==> config.mk <==
export PLATFORM = sky130hd
export DESIGN_NAME = alu_rr_arbiter
export DESIGN_NICKNAME = d
export VERILOG_FILES = /design/src/rtl/alu_pkg.sv /design/src/rtl/add_sub.sv /design/src/rtl/rr_grant.sv /design/src/rtl/alu_rr_arbiter.sv
export SDC_FILE = /design/constraint.sdc
export NUM_CORES = 1
export LEC_CHECK = 0
export ABC_AREA = 1
export BUFFER_PORTS_ARGS = -buffer_cell sky130_fd_sc_hd__buf_2
export CORE_ASPECT_RATIO = 1.25
export CORE_MARGIN = 10
export CORE_UTILIZATION = 37
export CTS_CLUSTER_SIZE = 8
export DETAILED_ROUTE_END_ITERATION = 10
export PLACE_DENSITY = 0.66
export SETUP_SLACK_MARGIN = 0.02
export SKIP_CTS_REPAIR_TIMING = 1
export SLEW_MARGIN = 20
export SYNTH_ARGS = -nofsm -noshare
export SYNTH_HDL_FRONTEND = slang
export SYNTH_SLANG_ARGS = --single-unit
==> constraint.sdc <==
create_clock -name clk -period 4.4 [get_ports clk]
set_input_delay 0.22 -clock clk [delete_from_list [all_inputs] [get_ports clk]]
set_output_delay 0.22 -clock clk [all_outputs]
set_load 0.01 [all_outputs]
==> src/rtl/alu_pkg.sv <==
// Shared definitions for the add/sub datapath and its round-robin front end.
package alu_pkg;

    localparam int DEFAULT_DATA_WIDTH = 16;

    localparam logic [3:0] FUNC_ADD = 4'b0000;
    localparam logic [3:0] FUNC_SUB = 4'b0001;

    // Two's-complement overflow from the operand and result sign bits.
    function automatic logic signedOverflow(
        input logic isSub,
        input logic aMsb,
        input logic bMsb,
        input logic cMsb
    );
        if (isSub) begin
            return (aMsb != bMsb) && (cMsb != aMsb);
        end
        return (aMsb == bMsb) && (cMsb != aMsb);
    endfunction

endpackage

==> src/rtl/add_sub.sv <==
// Combinational add/sub unit; unknown function codes yield a zero result
// with no overflow.
module ADD_SUB
    import alu_pkg::*;
#(
    parameter int data_width = DEFAULT_DATA_WIDTH
) (
    input  logic [data_width-1:0] a,
    input  logic [data_width-1:0] b,
    input  logic [3:0]            func,
    output logic [data_width-1:0] c,
    output logic                  overflow
);

    always_comb begin
        c        = '0;
        overflow = 1'b0;
        case (func)
            FUNC_ADD: begin
                c        = a + b;
                overflow = signedOverflow(1'b0, a[data_width-1], b[data_width-1], c[data_width-1]);
            end
            FUNC_SUB: begin
                c        = a - b;
                overflow = signedOverflow(1'b1, a[data_width-1], b[data_width-1], c[data_width-1]);
            end
            default: begin
                c        = '0;
                overflow = 1'b0;
            end
        endcase
    end

endmodule

==> src/rtl/rr_grant.sv <==
// Round-robin pick: first asserted valid bit starting at ptr and wrapping
// modulo NUM_REQ. Produces a one-hot grant plus its encoded index.
module rr_grant #(
    parameter int NUM_REQ   = 4,
    parameter int IDX_WIDTH = $clog2(NUM_REQ)
) (
    input  logic [NUM_REQ-1:0]   valid,
    input  logic [IDX_WIDTH-1:0] ptr,
    output logic [NUM_REQ-1:0]   grant,
    output logic [IDX_WIDTH-1:0] grantIdx,
    output logic                 anyGrant
);

    // One extra bit so ptr + offset can be wrapped without a modulo operator.
    logic [IDX_WIDTH:0] cand;

    always_comb begin
        grant    = '0;
        grantIdx = '0;
        anyGrant = 1'b0;
        cand     = '0;
        for (int k = 0; k < NUM_REQ; k++) begin
            cand = {1'b0, ptr} + (IDX_WIDTH + 1)'(k);
            if (cand >= (IDX_WIDTH + 1)'(NUM_REQ)) begin
                cand = cand - (IDX_WIDTH + 1)'(NUM_REQ);
            end
            if (!anyGrant && valid[cand[IDX_WIDTH-1:0]]) begin
                anyGrant                     = 1'b1;
                grant[cand[IDX_WIDTH-1:0]]   = 1'b1;
                grantIdx                     = cand[IDX_WIDTH-1:0];
            end
        end
    end

endmodule

==> src/rtl/alu_rr_arbiter.sv <==
// Round-robin sharing of one add/sub unit among NUM_REQ requesters, with a
// one-deep registered response stage.
module alu_rr_arbiter
    import alu_pkg::*;
#(
    parameter int DATA_WIDTH = DEFAULT_DATA_WIDTH,
    parameter int NUM_REQ    = 4,
    parameter int ID_WIDTH   = 2
) (
    input  logic                          clk,
    input  logic                          reset_n,
    input  logic [NUM_REQ-1:0]            req_valid,
    output logic [NUM_REQ-1:0]            req_ready,
    input  logic [NUM_REQ*DATA_WIDTH-1:0] req_a,
    input  logic [NUM_REQ*DATA_WIDTH-1:0] req_b,
    input  logic [NUM_REQ*4-1:0]          req_func,
    output logic                          rsp_valid,
    input  logic                          rsp_ready,
    output logic [DATA_WIDTH-1:0]         rsp_data,
    output logic                          rsp_overflow,
    output logic [ID_WIDTH-1:0]           rsp_id
);

    localparam int IDX_WIDTH = $clog2(NUM_REQ);

    logic [IDX_WIDTH-1:0]  ptr;
    logic [IDX_WIDTH-1:0]  ptrNext;
    logic [IDX_WIDTH-1:0]  grantIdx;
    logic [NUM_REQ-1:0]    grant;
    logic                  anyGrant;
    logic                  stageFree;
    logic                  handshake;
    logic [DATA_WIDTH-1:0] muxA;
    logic [DATA_WIDTH-1:0] muxB;
    logic [3:0]            muxFunc;
    logic [DATA_WIDTH-1:0] aluC;
    logic                  aluOvf;

    // Handshakes: a request transfers on a rising edge with req_valid[i] and
    // req_ready[i] both high; the response leaves on an edge with rsp_valid and
    // rsp_ready both high. The stage may refill on the same edge it drains.
    assign stageFree = !rsp_valid || rsp_ready;

    rr_grant #(
        .NUM_REQ   (NUM_REQ),
        .IDX_WIDTH (IDX_WIDTH)
    ) uGrant (
        .valid    (req_valid),
        .ptr      (ptr),
        .grant    (grant),
        .grantIdx (grantIdx),
        .anyGrant (anyGrant)
    );

    assign req_ready = (reset_n && stageFree) ? grant : '0;
    assign handshake = reset_n && stageFree && anyGrant;

    assign muxA    = req_a[grantIdx*DATA_WIDTH +: DATA_WIDTH];
    assign muxB    = req_b[grantIdx*DATA_WIDTH +: DATA_WIDTH];
    assign muxFunc = req_func[grantIdx*4 +: 4];

    ADD_SUB #(
        .data_width (DATA_WIDTH)
    ) uAddSub (
        .a        (muxA),
        .b        (muxB),
        .func     (muxFunc),
        .c        (aluC),
        .overflow (aluOvf)
    );

    assign ptrNext = (grantIdx == IDX_WIDTH'(NUM_REQ - 1)) ? '0 : grantIdx + 1'b1;

    always_ff @(posedge clk or negedge reset_n) begin
        if (!reset_n) begin
            rsp_valid    <= 1'b0;
            rsp_data     <= '0;
            rsp_overflow <= 1'b0;
            rsp_id       <= '0;
            ptr          <= '0;
        end else if (handshake) begin
            rsp_valid    <= 1'b1;
            rsp_data     <= aluC;
            rsp_overflow <= aluOvf;
            rsp_id       <= ID_WIDTH'(grantIdx);
            ptr          <= ptrNext;
        end else if (rsp_ready) begin
            // Drain without refill: data fields keep their last values.
            rsp_valid <= 1'b0;
        end
    end

endmodule

==> results.ini <==
[sta]
worst-slew-pin-transition_ns = 0.835
final-max-slew-violation-count = 0
setup-violations-final = 0
timing.final.hold_violations = 0
max_freq_mhz = 241
fin_ws_ns = 0.247
clock_skew_ns = 0.00529
grt_setup_unrepaired = no
timing.slew.headroom = 0.440
finalCriticalPeriod_ns = 4.15
period_utilization = 0.944

[worst_hold_path]
hold-path-endpoint = rsp_valid
hold_class = primary input to register
holdPathStages = 2
min_from = rsp_ready

[route]
drt-initial-drc-count = 295
drt-pass1-iter-count = 5
routed_wl_um = 16300
route.detailed.wl_per_inst_um = 15.3
detail_route.vias_per_cell = 4.99
route.detailed.drc = 0
drt.antenna.violating_nets = 0
vias_post_dr = 5348

[floorplanning]
ioPinCount = 175
initial_cell_density_of_the_core = 0.380
die_h_um = 142
die_area_um2 = 16800
placeableCoreArea_um2 = 11700
die_w_um = 118
core.rowCount = 44

[status]
status = finished, final reports clean

[clock_tree]
clkLatencyLatePin_ns = 0.25
clock_path_buffers = 2
cts_made_buffers = 3
clock-sinks = 22
cts_tree = yes
cts_htree_levels = 1
clk_pin_slew_ns = 0.06
clk_root_buffer_cell = sky130_fd_sc_hd__clkbuf_16

[grt]
grt.total_usage = 0.178
grt_pass1_vias = 5312
antenna_found_initial = 0
grt_first_pass_wirelength_um = 25500
grt_start_max_net_pins = 53
grt_residual_overflow = 0

[logic_synthesis]
ys_ff_latch = 22
async_set_reset_flop_share_out_of_synthesis = 1.00
syn_avg_cell_area_um2 = 6.14
ys.flop_type = sky130_fd_sc_hd__dfrtp_1
netlist_area_um2 = 4430
synth_cells = 721
mappedNetlistNets = 912
synthDistinctLibCells = 49
number_of_enable_type_register_cells_in_the_synthesized_netlist = 0
ys_warn_count = 0
share_of_synthesized_area_occupied_by_flip_flops_and_latches = 0.124

[final_layout]
finalNetCount = 1102
areaGrowthSynthToFinish_pct = 37.4
antenna-diode-count = 0
layout.cells.most_common = sky130_fd_sc_hd__buf_2
final_core_util = 0.521
layout.cells.non_filler = 1071
layout_common_cells = sky130_fd_sc_hd__buf_2 (174), sky130_fd_sc_hd__nor2_1 (119), sky130_fd_sc_hd__nand2_1 (119), sky130_fd_sc_hd__inv_1 (81), sky130_fd_sc_hd__nand3_1 (50)
drive_gt1_frac = 0.356

[place]
port_buffers = 174
post-dp-hpwl_um = 13700
numPlacedInstances = 1058
dpl_worst_slack_ns = 0.0172
routabilityCongestion = 0.976

[setup_path]
critical_path.reg2reg.endpoint = rsp_data[12]
critPathRequiredTime_ns = 4.51
cp_max_fo = 26
r2r_start = ptr[0]
ff2ff_path_depth = 24
data_arrival_at_the_endpoint_of_the_critical_path_ns = 4.26
endpoint_kind = register
critPathKind = register to register
critical_path.startpoint_type = register
reg2reg_slack_ns = 0.25

[run]
max_cap_violations = 0

## flip-flops by register name, indices dropped and copies added (netlist names)
signal / count
rsp_data: 16
rsp_id: 2
ptr: 2
rsp_overflow: 1
rsp_valid: 1
## worst max path at each step
stage | end | cells after the start | startpoint
floorplan | rsp_overflow | 28 | ptr[0]
global placement | rsp_data[8] | 23 | ptr[0]
detailed placement | rsp_data[15] | 28 | ptr[0]
CTS | rsp_data[8] | 23 | ptr[0]
global route | rsp_data[14] | 25 | ptr[0]
finish | rsp_data[12] | 24 | ptr[0]
## worst max-delay path, cell delays in order, from the launching register on
cell,delay (ns)
sky130_fd_sc_hd__dfrtp_2,0.36
sky130_fd_sc_hd__inv_2,0.04
sky130_fd_sc_hd__ha_1,0.33
sky130_fd_sc_hd__inv_2,0.11
sky130_fd_sc_hd__nand3_4,0.10
sky130_fd_sc_hd__nand2_4,0.12
sky130_fd_sc_hd__nand3_4,0.09
sky130_fd_sc_hd__nand3_4,0.15
sky130_fd_sc_hd__nand2_8,0.11
sky130_fd_sc_hd__buf_4,0.17
sky130_fd_sc_hd__clkbuf_16,0.18
sky130_fd_sc_hd__or2_0,0.21
sky130_fd_sc_hd__a32oi_1,0.29
sky130_fd_sc_hd__inv_2,0.06
sky130_fd_sc_hd__ha_1,0.34
sky130_fd_sc_hd__buf_4,0.18
sky130_fd_sc_hd__nor4_1,0.27
sky130_fd_sc_hd__buf_4,0.18
sky130_fd_sc_hd__nand3_1,0.06
sky130_fd_sc_hd__nand3_1,0.15
sky130_fd_sc_hd__nand2_1,0.08
sky130_fd_sc_hd__nand3_1,0.11
sky130_fd_sc_hd__nor2_1,0.05
sky130_fd_sc_hd__o21ai_0,0.16
sky130_fd_sc_hd__a31oi_1,0.10
## final cells by class
| type | instances | area [um^2] |
|---|---|---|
| clock buffers | 3 | 75.1 |
| inverters | 97 | 374 |
| well taps | 161 | 201 |
| repair buffers | 218 | 1280 |
| multi-input cells | 569 | 3570 |
| flip-flops and latches | 22 | 552 |
| fillers | 1273 | 5590 |
| clock inverters | 1 | 30.0 |
## per-stage QoR
| stage | cell area (um^2) | hold slack (ns) | setup TNS [ns] |
|---|---|---|---|
| 3_5_place_dp | 5620 | 0.214 | 0 |
| 3_3_place_gp | 5620 | 0.215 | 0 |
| 6_report | 6090 | 0.154 | 0 |
| 4_1_cts | 5720 | -0.0636 | -0.0494 |
| 5_1_grt | 6090 | 0.195 | 0 |
| 2_1_floorplan | 4430 | -0.0756 | 0 |
## layer usage
| layer | global-route usage | routed length [um] | vias up |
|---|---|---|---|
| li1 | - | - | 2788 |
| met1 | 0.220 | 7240 | 2351 |
| met2 | 0.313 | 7820 | 192 |
| met3 | 0.0369 | 1030 | 17 |
| met4 | 0.0372 | 247 | 0 |
| met5 | 0 | 0 | - |
## Yosys cell counts (4+ instances only)
| master | instances | area [um^2] |
|---|---|---|
| sky130_fd_sc_hd__a21oi_1 | 28 | 140 |
| sky130_fd_sc_hd__a31oi_1 | 17 | 106 |
| sky130_fd_sc_hd__a32oi_1 | 16 | 140 |
| sky130_fd_sc_hd__buf_2 | 9 | 45.0 |
| sky130_fd_sc_hd__buf_6 | 4 | 45.0 |
| sky130_fd_sc_hd__clkbuf_1 | 18 | 67.6 |
| sky130_fd_sc_hd__dfrtp_1 | 22 | 551 |
| sky130_fd_sc_hd__ha_1 | 38 | 475 |
| sky130_fd_sc_hd__inv_1 | 84 | 315 |
| sky130_fd_sc_hd__inv_2 | 10 | 37.5 |
| sky130_fd_sc_hd__nand2_1 | 120 | 450 |
| sky130_fd_sc_hd__nand2_2 | 9 | 56.3 |
| sky130_fd_sc_hd__nand3_1 | 50 | 250 |
| sky130_fd_sc_hd__nand3_2 | 15 | 150 |
| sky130_fd_sc_hd__nand4_1 | 6 | 37.5 |
| sky130_fd_sc_hd__nor2_1 | 119 | 447 |
| sky130_fd_sc_hd__nor3_1 | 5 | 25.0 |
| sky130_fd_sc_hd__o21ai_0 | 46 | 230 |
| sky130_fd_sc_hd__o22ai_1 | 9 | 56.3 |
| sky130_fd_sc_hd__o32ai_1 | 7 | 61.3 |
| sky130_fd_sc_hd__or2_1 | 19 | 119 |
| sky130_fd_sc_hd__or2_2 | 15 | 93.8 |
| sky130_fd_sc_hd__or3_1 | 4 | 25.0 |
| sky130_fd_sc_hd__xor2_1 | 8 | 70.1 |
## logic make-up after synthesis
kind of cell,after synthesis,synth area share
buffers and inverters,130,0.123
AO/OA/AOI/OAI,142,0.202
flip-flops,22,0.124
XOR/XNOR,8,0.0158
AND/OR/NAND/NOR,379,0.419
adder cells (fa/ha/maj),40,0.116
Power is not shown: default switching activity piles up to over one toggle a cycle in this logic, so the estimate is an artifact.
